<file path="config.mk">
export PLATFORM = sky130hd
export DESIGN_NAME = fll_cfg_seq
export DESIGN_NICKNAME = d
export VERILOG_FILES = /design/src/rtl/fll_cfg_seq.sv
export SDC_FILE = /design/constraint.sdc
export NUM_CORES = 1
export LEC_CHECK = 0
export CAP_MARGIN = 20
export CORE_ASPECT_RATIO = 0.6
export CORE_UTILIZATION = 49
export CTS_CLUSTER_SIZE = 12
export DETAILED_ROUTE_END_ITERATION = 8
export GPL_TIMING_DRIVEN = 0
export PLACE_DENSITY = 0.81
export SLEW_MARGIN = 20
export SYNTH_ARGS = -nofsm -noshare
export SYNTH_HDL_FRONTEND = slang
export SYNTH_SLANG_ARGS = --single-unit
</file>
<file path="constraint.sdc">
create_clock -name ref_clk -period 2.5 [get_ports ref_clk]
set_input_delay 0.5 -clock ref_clk [delete_from_list [all_inputs] [get_ports ref_clk]]
set_output_delay 0.5 -clock ref_clk [all_outputs]
set_load 0.05 [all_outputs]
</file>
<file path="src/rtl/fll_cfg_seq.sv">
// FLL configuration sequencer: writes three config words over the FLL config
// port, then waits for a stable synchronised lock, retrying on timeout.
module fll_cfg_seq #(
  parameter int unsigned LOCK_TIMEOUT = 1024,
  parameter int unsigned LOCK_STABLE  = 4,
  parameter int unsigned MAX_RETRY    = 3,
  parameter logic [15:0] MULT_BASE    = 16'h0100,
  parameter logic [15:0] MULT_STEP    = 16'h0040,
  parameter logic [31:0] CFG1_WORD    = 32'h0000_0000,
  parameter logic [31:0] CFG2_WORD    = 32'h0000_0000
) (
  input  logic        ref_clk,
  input  logic        rst,
  input  logic        start,
  input  logic [3:0]  range,
  input  logic        opmode,
  input  logic        cfgack,
  input  logic        lock,
  output logic        cfgreq,
  output logic        cfgweb,
  output logic [1:0]  cfgad,
  output logic [31:0] cfgd,
  output logic        busy,
  output logic        locked,
  output logic        fail,
  output logic        lost_lock
);

  localparam int unsigned TW = $clog2(LOCK_TIMEOUT + 1);
  localparam int unsigned SW = $clog2(LOCK_STABLE + 1);
  localparam int unsigned RW = (MAX_RETRY > 0) ? $clog2(MAX_RETRY + 1) : 1;

  typedef enum logic [2:0] {
    ST_IDLE, ST_WRITE, ST_ACK_LO, ST_LOCK_WAIT, ST_LOCKED, ST_FAIL
  } state_t;

  state_t        state_q, state_d;
  logic [1:0]    widx_q, widx_d;
  logic [3:0]    range_q, range_d;
  logic          opmode_q, opmode_d;
  logic [TW-1:0] tmo_q, tmo_d;
  logic [SW-1:0] stb_q, stb_d;
  logic [RW-1:0] retry_q, retry_d;
  logic          lost_q, lost_d;
  logic [1:0]    sync_q;
  logic          lock_s;
  logic          accept;
  logic [15:0]   mult;

  assign lock_s = sync_q[1];
  assign accept = start && (state_q inside {ST_IDLE, ST_LOCKED, ST_FAIL});
  assign mult   = MULT_BASE + 16'(range_q) * MULT_STEP;

  always_ff @(posedge ref_clk) begin
    if (rst) begin
      state_q  <= ST_IDLE;
      widx_q   <= '0;
      range_q  <= '0;
      opmode_q <= 1'b0;
      tmo_q    <= '0;
      stb_q    <= '0;
      retry_q  <= '0;
      lost_q   <= 1'b0;
      sync_q   <= '0;
    end else begin
      state_q  <= state_d;
      widx_q   <= widx_d;
      range_q  <= range_d;
      opmode_q <= opmode_d;
      tmo_q    <= tmo_d;
      stb_q    <= stb_d;
      retry_q  <= retry_d;
      lost_q   <= lost_d;
      sync_q   <= {sync_q[0], lock};
    end
  end

  always_comb begin
    state_d  = state_q;
    widx_d   = widx_q;
    range_d  = range_q;
    opmode_d = opmode_q;
    tmo_d    = tmo_q;
    stb_d    = stb_q;
    retry_d  = retry_q;
    lost_d   = 1'b0;
    if (accept) begin
      range_d  = range;
      opmode_d = opmode;
      widx_d   = '0;
      retry_d  = '0;
      tmo_d    = '0;
      stb_d    = '0;
      state_d  = ST_WRITE;
    end else begin
      case (state_q)
        ST_WRITE: begin
          if (cfgack) state_d = ST_ACK_LO;
        end
        ST_ACK_LO: begin
          if (!cfgack) begin
            if (widx_q < 2'd2) begin
              widx_d  = widx_q + 2'd1;
              state_d = ST_WRITE;
            end else begin
              tmo_d   = '0;
              stb_d   = '0;
              state_d = ST_LOCK_WAIT;
            end
          end
        end
        ST_LOCK_WAIT: begin
          if (!lock_s)                         stb_d = '0;
          else if (stb_q != SW'(LOCK_STABLE))  stb_d = stb_q + SW'(1);
          if (tmo_q != TW'(LOCK_TIMEOUT))      tmo_d = tmo_q + TW'(1);
          // Stable lock is tested first so it wins over a same-cycle timeout.
          if (stb_d == SW'(LOCK_STABLE)) begin
            state_d = ST_LOCKED;
          end else if (tmo_d == TW'(LOCK_TIMEOUT)) begin
            if (retry_q < RW'(MAX_RETRY)) begin
              retry_d = retry_q + RW'(1);
              widx_d  = '0;
              state_d = ST_WRITE;
            end else begin
              state_d = ST_FAIL;
            end
          end
        end
        ST_LOCKED: begin
          if (!lock_s) begin
            lost_d  = 1'b1;
            tmo_d   = '0;
            retry_d = '0;
            stb_d   = '0;
            state_d = ST_LOCK_WAIT;
          end
        end
        ST_IDLE, ST_FAIL: ;
        default: state_d = ST_IDLE;
      endcase
    end
  end

  always_comb begin
    cfgreq = 1'b0;
    cfgweb = 1'b1;
    cfgad  = '0;
    cfgd   = '0;
    if (state_q == ST_WRITE) begin
      cfgreq = 1'b1;
      cfgweb = 1'b0;
      cfgad  = widx_q;
      case (widx_q)
        2'd0:    cfgd = {opmode_q, 15'b0, mult};
        2'd1:    cfgd = CFG1_WORD;
        2'd2:    cfgd = CFG2_WORD;
        default: cfgd = '0;
      endcase
    end
  end

  assign busy      = state_q inside {ST_WRITE, ST_ACK_LO, ST_LOCK_WAIT};
  assign locked    = (state_q == ST_LOCKED);
  assign fail      = (state_q == ST_FAIL);
  assign lost_lock = lost_q;

endmodule

</file>
Word-level counts from Yosys, hierarchy flattened
Cells that the tools add are included.

Register bits after elaboration: 29. Bits of input ports: 10. Output and inout port bits: 40. Word-level logic and storage cells: 99.

$add $sub $neg: 5. $lt $le $gt $ge: 2. Equal/unequal tests: 23. Multiplexer cells: 41. Bitwise logic cells: 2. Reductions and logical operators: 16.

Operators by type and width (number): 2-to-1 mux 11 bit (6); 2-to-1 mux 32 bit (2); 2-to-1 mux 3 bit (13); case mux 11 bit (3 select lines) (1); 2-to-1 mux 2 bit (11); != test 2 bit (second input constant) (9); case mux 3 bit (5 select lines) (1); AND reduction 5 bit (3); != test 3 bit (second input constant) (4); adder 11 x 1 -> 11 bit (second input constant) (1); adder 9 x 10 -> 11 bit (first input constant) (1); == test 11 bit (second input constant) (1); != test 11 bit (second input constant) (1); == test 3 bit (second input constant) (3); case mux 3 bit (3 select lines) (1); nonzero test 3 bit (3); case mux 2 bit (2 select lines) (2); == test 3 x 2 -> 1 bit (second input constant) (2); AND reduction 6 bit (1); adder 2 x 1 -> 2 bit (second input constant) (2); < comparator 2 bit (second input constant) (2); 2-to-1 mux 1 bit (4); != test 4 bit (second input constant) (1); AND reduction 4 bit (1); other kinds (10) (13).

Logic depth before layout (Yosys ltp)
Gate-level depths: netlist (run 1).

Word-level depth: 9. Mapped depth: 8. Gate-level depth less buffers: 8.

Worst setup path before layout (run 1)
No wires, ideal clock.

Path kind: reg2out. Start point: register state_q[0]. End point: output port cfgad[0]. Arrival: 2.546 ns. Required time: 2.000 ns. Setup slack: -0.546 ns. Cell stages (with the launch flop): 6. Path buffers: 1. Cell sequence: dfxtp_1 > nor2b_1 > nor2b_1 > clkbuf_1 > inv_1 > nor2_1.

Longest elaborated chain between the ends: 2.

RTL lines: start, declared (RTL line 37) `state_t state_q, state_d;`; start signal, assigned (RTL line 66) `state_q <= state_d;`; == test 3 x 1 -> 1 bit (RTL line 149) `if (state_q == ST_WRITE) begin`; 2-to-1 mux 2 bit (RTL line 149); end, declared (RTL line 21) `output logic [1:0] cfgad,`.

Every way passes these cells.

Worst setup path after layout (run 1)
Start point: input port start. End point: register tmo_q[7].

Longest elaborated chain between the ends: 2.

RTL lines: start, declared (RTL line 14) `input logic start,`; logical AND 1 bit (RTL line 51) `assign accept = start && (state_q inside {ST_IDLE, ST_LOCKED, ST_FAIL});`; OR reduction 2 bit (no line); end signal, assigned (RTL line 70) `tmo_q <= tmo_d;`; end, declared (RTL line 41) `logic [TW-1:0] tmo_q, tmo_d;`.

Every way passes these cells. A chain may end at the register's enable or synchronous reset.

==> flow_metrics.py, run 1 <==
metrics = {
    "global_routing": {
        "grt_util_all_layers": 0.218,
        "grt_max_degree": 11,
        "antenna_found_initial": 0,
        "overflow": 0,
        "grt_pass1_wl_um": 7310,
        "grt_pass1_vias": 1573,
    },
    "worst_setup_path": {
        "crit_arrival_ns": 2.54,
        "slowest_stage": "nor3b_2",
        "end_kind": "register",
        "r2r.worst_path.cells": 7,
        "cp_data_required_time_ns": 2.64,
        "crit_path_start_kind": "input pin",
        "criticalPathCategory": "in2reg",
        "cpPeakStageDelay_ns": 0.59,
        "crit_chain": "clkdlybuf4s50_1 > nor3b_2 > or2_2 > buf_2 > buf_1 > nor2_1",
        "r2r_slack_ns": 0.17,
        "cp_max_fo": 10,
    },
    "detailed_routing": {
        "final_antenna_net_count": 0,
        "first_iter_violations": 190,
        "dr.pass1.iters": 4,
        "wirelength_um": 4550,
        "drt_drc_violations_left": 0,
        "post_drt_wl_per_cell_um": 12.9,
        "vias_per_cell": 5.28,
        "num_vias": 1869,
    },
    "synth": {
        "ys_top_cells_by_area": "dfxtp_1, buf_4, nor2_1, ha_1, mux2i_1",
        "synthTopCellsByCount": "nor2_1, dfxtp_1, buf_4, nand2_1, a21oi_1",
        "synthArstFlopShare": 0,
        "synth_edf_count": 0,
        "synth_ff_type": "dfxtp_1",
        "ys_seq_elements": 29,
        "syn_inst": 251,
        "synth_cell_type_count": 50,
        "yosysMostFrequentCell": "nor2_1",
        "ys.warnings.count": 0,
        "yosys.area.top_type_share": 0.297,
        "synth_top_area_cell": "dfxtp_1",
        "synth.avg_cell_area_sq_um": 7.79,
        "syn_area_sq_mm": 0.00196,
        "ys_seq_area_frac": 0.297,
    },
    "sta": {
        "finalMaxSlewViolations": 0,
        "rsz0062_at_grt": "false",
        "fmax_mhz": 417,
        "hold_viol_final": 0,
        "setup_viol": 0,
        "worst_slew_pin_slew_ns": 0.690,
        "finalClockSkew_ns": 0.00708,
        "post-route-period-util": 0.960,
        "min_period_ns": 2.40,
        "slew_headroom": 0.538,
    },
    "layout": {
        "finalNonFillerCells": 354,
        "diodes": 0,
        "drive_gt1_frac": 0.202,
        "postLayoutCoreUtil": 0.653,
        "synthToLayoutAreaGrowth_pct": 25.1,
        "nets": 323,
    },
    "floorplan": {
        "initial_core_util": 0.522,
        "fp.dieW_um": 83.6,
        "dieArea_sq_mm": 0.00426,
        "fp.dieH_um": 50.9,
        "core_area_sq_mm": 0.00374,
        "row_count": 17,
        "ios": 50,
    },
    "place": {
        "port_buffers": 23,
        "dp_cells": 346,
        "dp_hpwl_um": 3450,
        "gp_congestion": 0.941,
    },
    "run": {
        "max_cap_violations": 0,
    },
    "clocking": {
        "cts-buffers-inserted": 5,
        "worstSkewPairLatency_ns": 0.28,
        "cts-root-buf": "clkbuf_8",
        "clk_pin_slew_ns": 0.06,
        "h-tree-depth": 2,
        "cts_tree": "built",
        "cts.sinks": 29,
        "clock_path_buffers": 2,
    },
    "hold_path": {
        "holdPathStages": 1,
        "hp-class": "reg2reg",
    },
    "power": {
        "leakagePower_nw": 1.03,
        "peakVddDrop_uv": 415,
        "p_per_area_mw_per_mm2": 468,
    },
    "outcome": {
        "outcome": "finished, final reports clean",
    },
}
layout make-up:
class | count | area, sq um
clock buffers | 6 | 72.6
plain buffers | 38 | 246
repair buffers | 23 | 235
clock inverters | 2 | 10.0
inverters | 9 | 33.8
flip-flops and latches | 29 | 581
well taps | 47 | 58.8
multi-input cells | 200 | 1210
fillers | 310 | 1300
path summary, 6_finish.rpt:
kind / from / end
max: start / tmo_q[7]
min reg2reg: sync_q[0] / sync_q[1]
min: sync_q[0] / sync_q[1]
max reg2reg: tmo_q[1] / retry_q[0]
critical path: cells and delay by family:
kind	cells	cell delay [ns]
buf+inv	3	1.12
simple gates	3	0.92
power breakdown:
group | internal, mW | switching (mW) | leakage [nW] | total, mW
Sequential | 0.474 | 0.00803 | 0.235 | 0.482
Clock | 0.192 | 0.173 | 0.0450 | 0.366
Combinational | 0.0911 | 0.206 | 0.754 | 0.297
Total | 0.757 | 0.388 | 1.03 | 1.15
cell families after synthesis:
| group | Yosys count | share of synthesized area |
|---|---|---|
| adder cells (fa/ha/maj) | 7 | 0.0448 |
| XOR/XNOR | 4 | 0.0179 |
| AO/OA/AOI/OAI | 44 | 0.141 |
| AND/OR/NAND/NOR | 112 | 0.319 |
| flip-flops | 29 | 0.297 |
| other | 1 | 0.00192 |
| buffers and inverters | 47 | 0.143 |
| multiplexers | 7 | 0.0358 |
timing repair:
action                                  CTS  global route
buffers inserted                          0             0
gates resized for setup                  27             6
pin swaps                                 0             0
hold buffers                              0             0
endpoints found under the setup margin   11            11
state kept, by name (all words and copies together), names as in the netlist:
| register | count |
|---|---|
| tmo_q | 11 |
| state_q | 3 |
| widx_q | 2 |
| retry_q | 2 |
| stb_q | 3 |
| range_q | 4 |
| lost_lock | 1 |
| opmode_q | 1 |
| sync_q | 2 |
layer usage:
layer  vias up  track usage  wire (um)
met1       838        0.314       2150
met4         0       0.0593         29
met3         5       0.0679        491
met2        91        0.310       1880
li1        935            -          -
met5         -            0          0
metrics by stage:
step,cell area (sq um),total power [mW],TNS (ns),worst slack [ns],hold WS (ns)
3_5_place_dp,2340,0.790,-1.50,-0.152,0.444
5_1_grt,2450,1.20,0,0.0181,0.475
4_1_cts,2430,1.15,0,0.0313,0.459
6_report,2450,1.15,0,0.0994,0.457
3_3_place_gp,2340,0.787,-0.922,-0.0942,0.418
2_1_floorplan,2060,0.730,0,0.0662,0.414
layout by cell type (no fill, tap or decap), drive strengths merged, types with 3 or more instances in the layout:
cell and n:
nor2 35, buf 31, dfxtp 29, conb 26
nand2 17, clkbuf 14, a21oi 13, o21ai 12
clkdlybuf4s50 11, nand3 11, inv 9, clkdlybuf4s15 8
nor3 8, mux2i 7, ha 7, and3 6
nor3b 6, nand4 5, nor2b 5, a211oi 4
o31ai 4, nor4 4, or3 4, xnor2 3
(Power assumes the default switching activity.)
==> run 2: changes to the inputs <==
CAP_MARGIN = unset   (was 20)
==> results of run 2 <==
No change in the layout: final DEF, timing and power equal those of run 1.
==> run 3: changes to the inputs <==
SLEW_MARGIN = 10   (was 20)
==> results of run 3 <==
No change in the layout: final DEF, timing and power equal those of run 1.
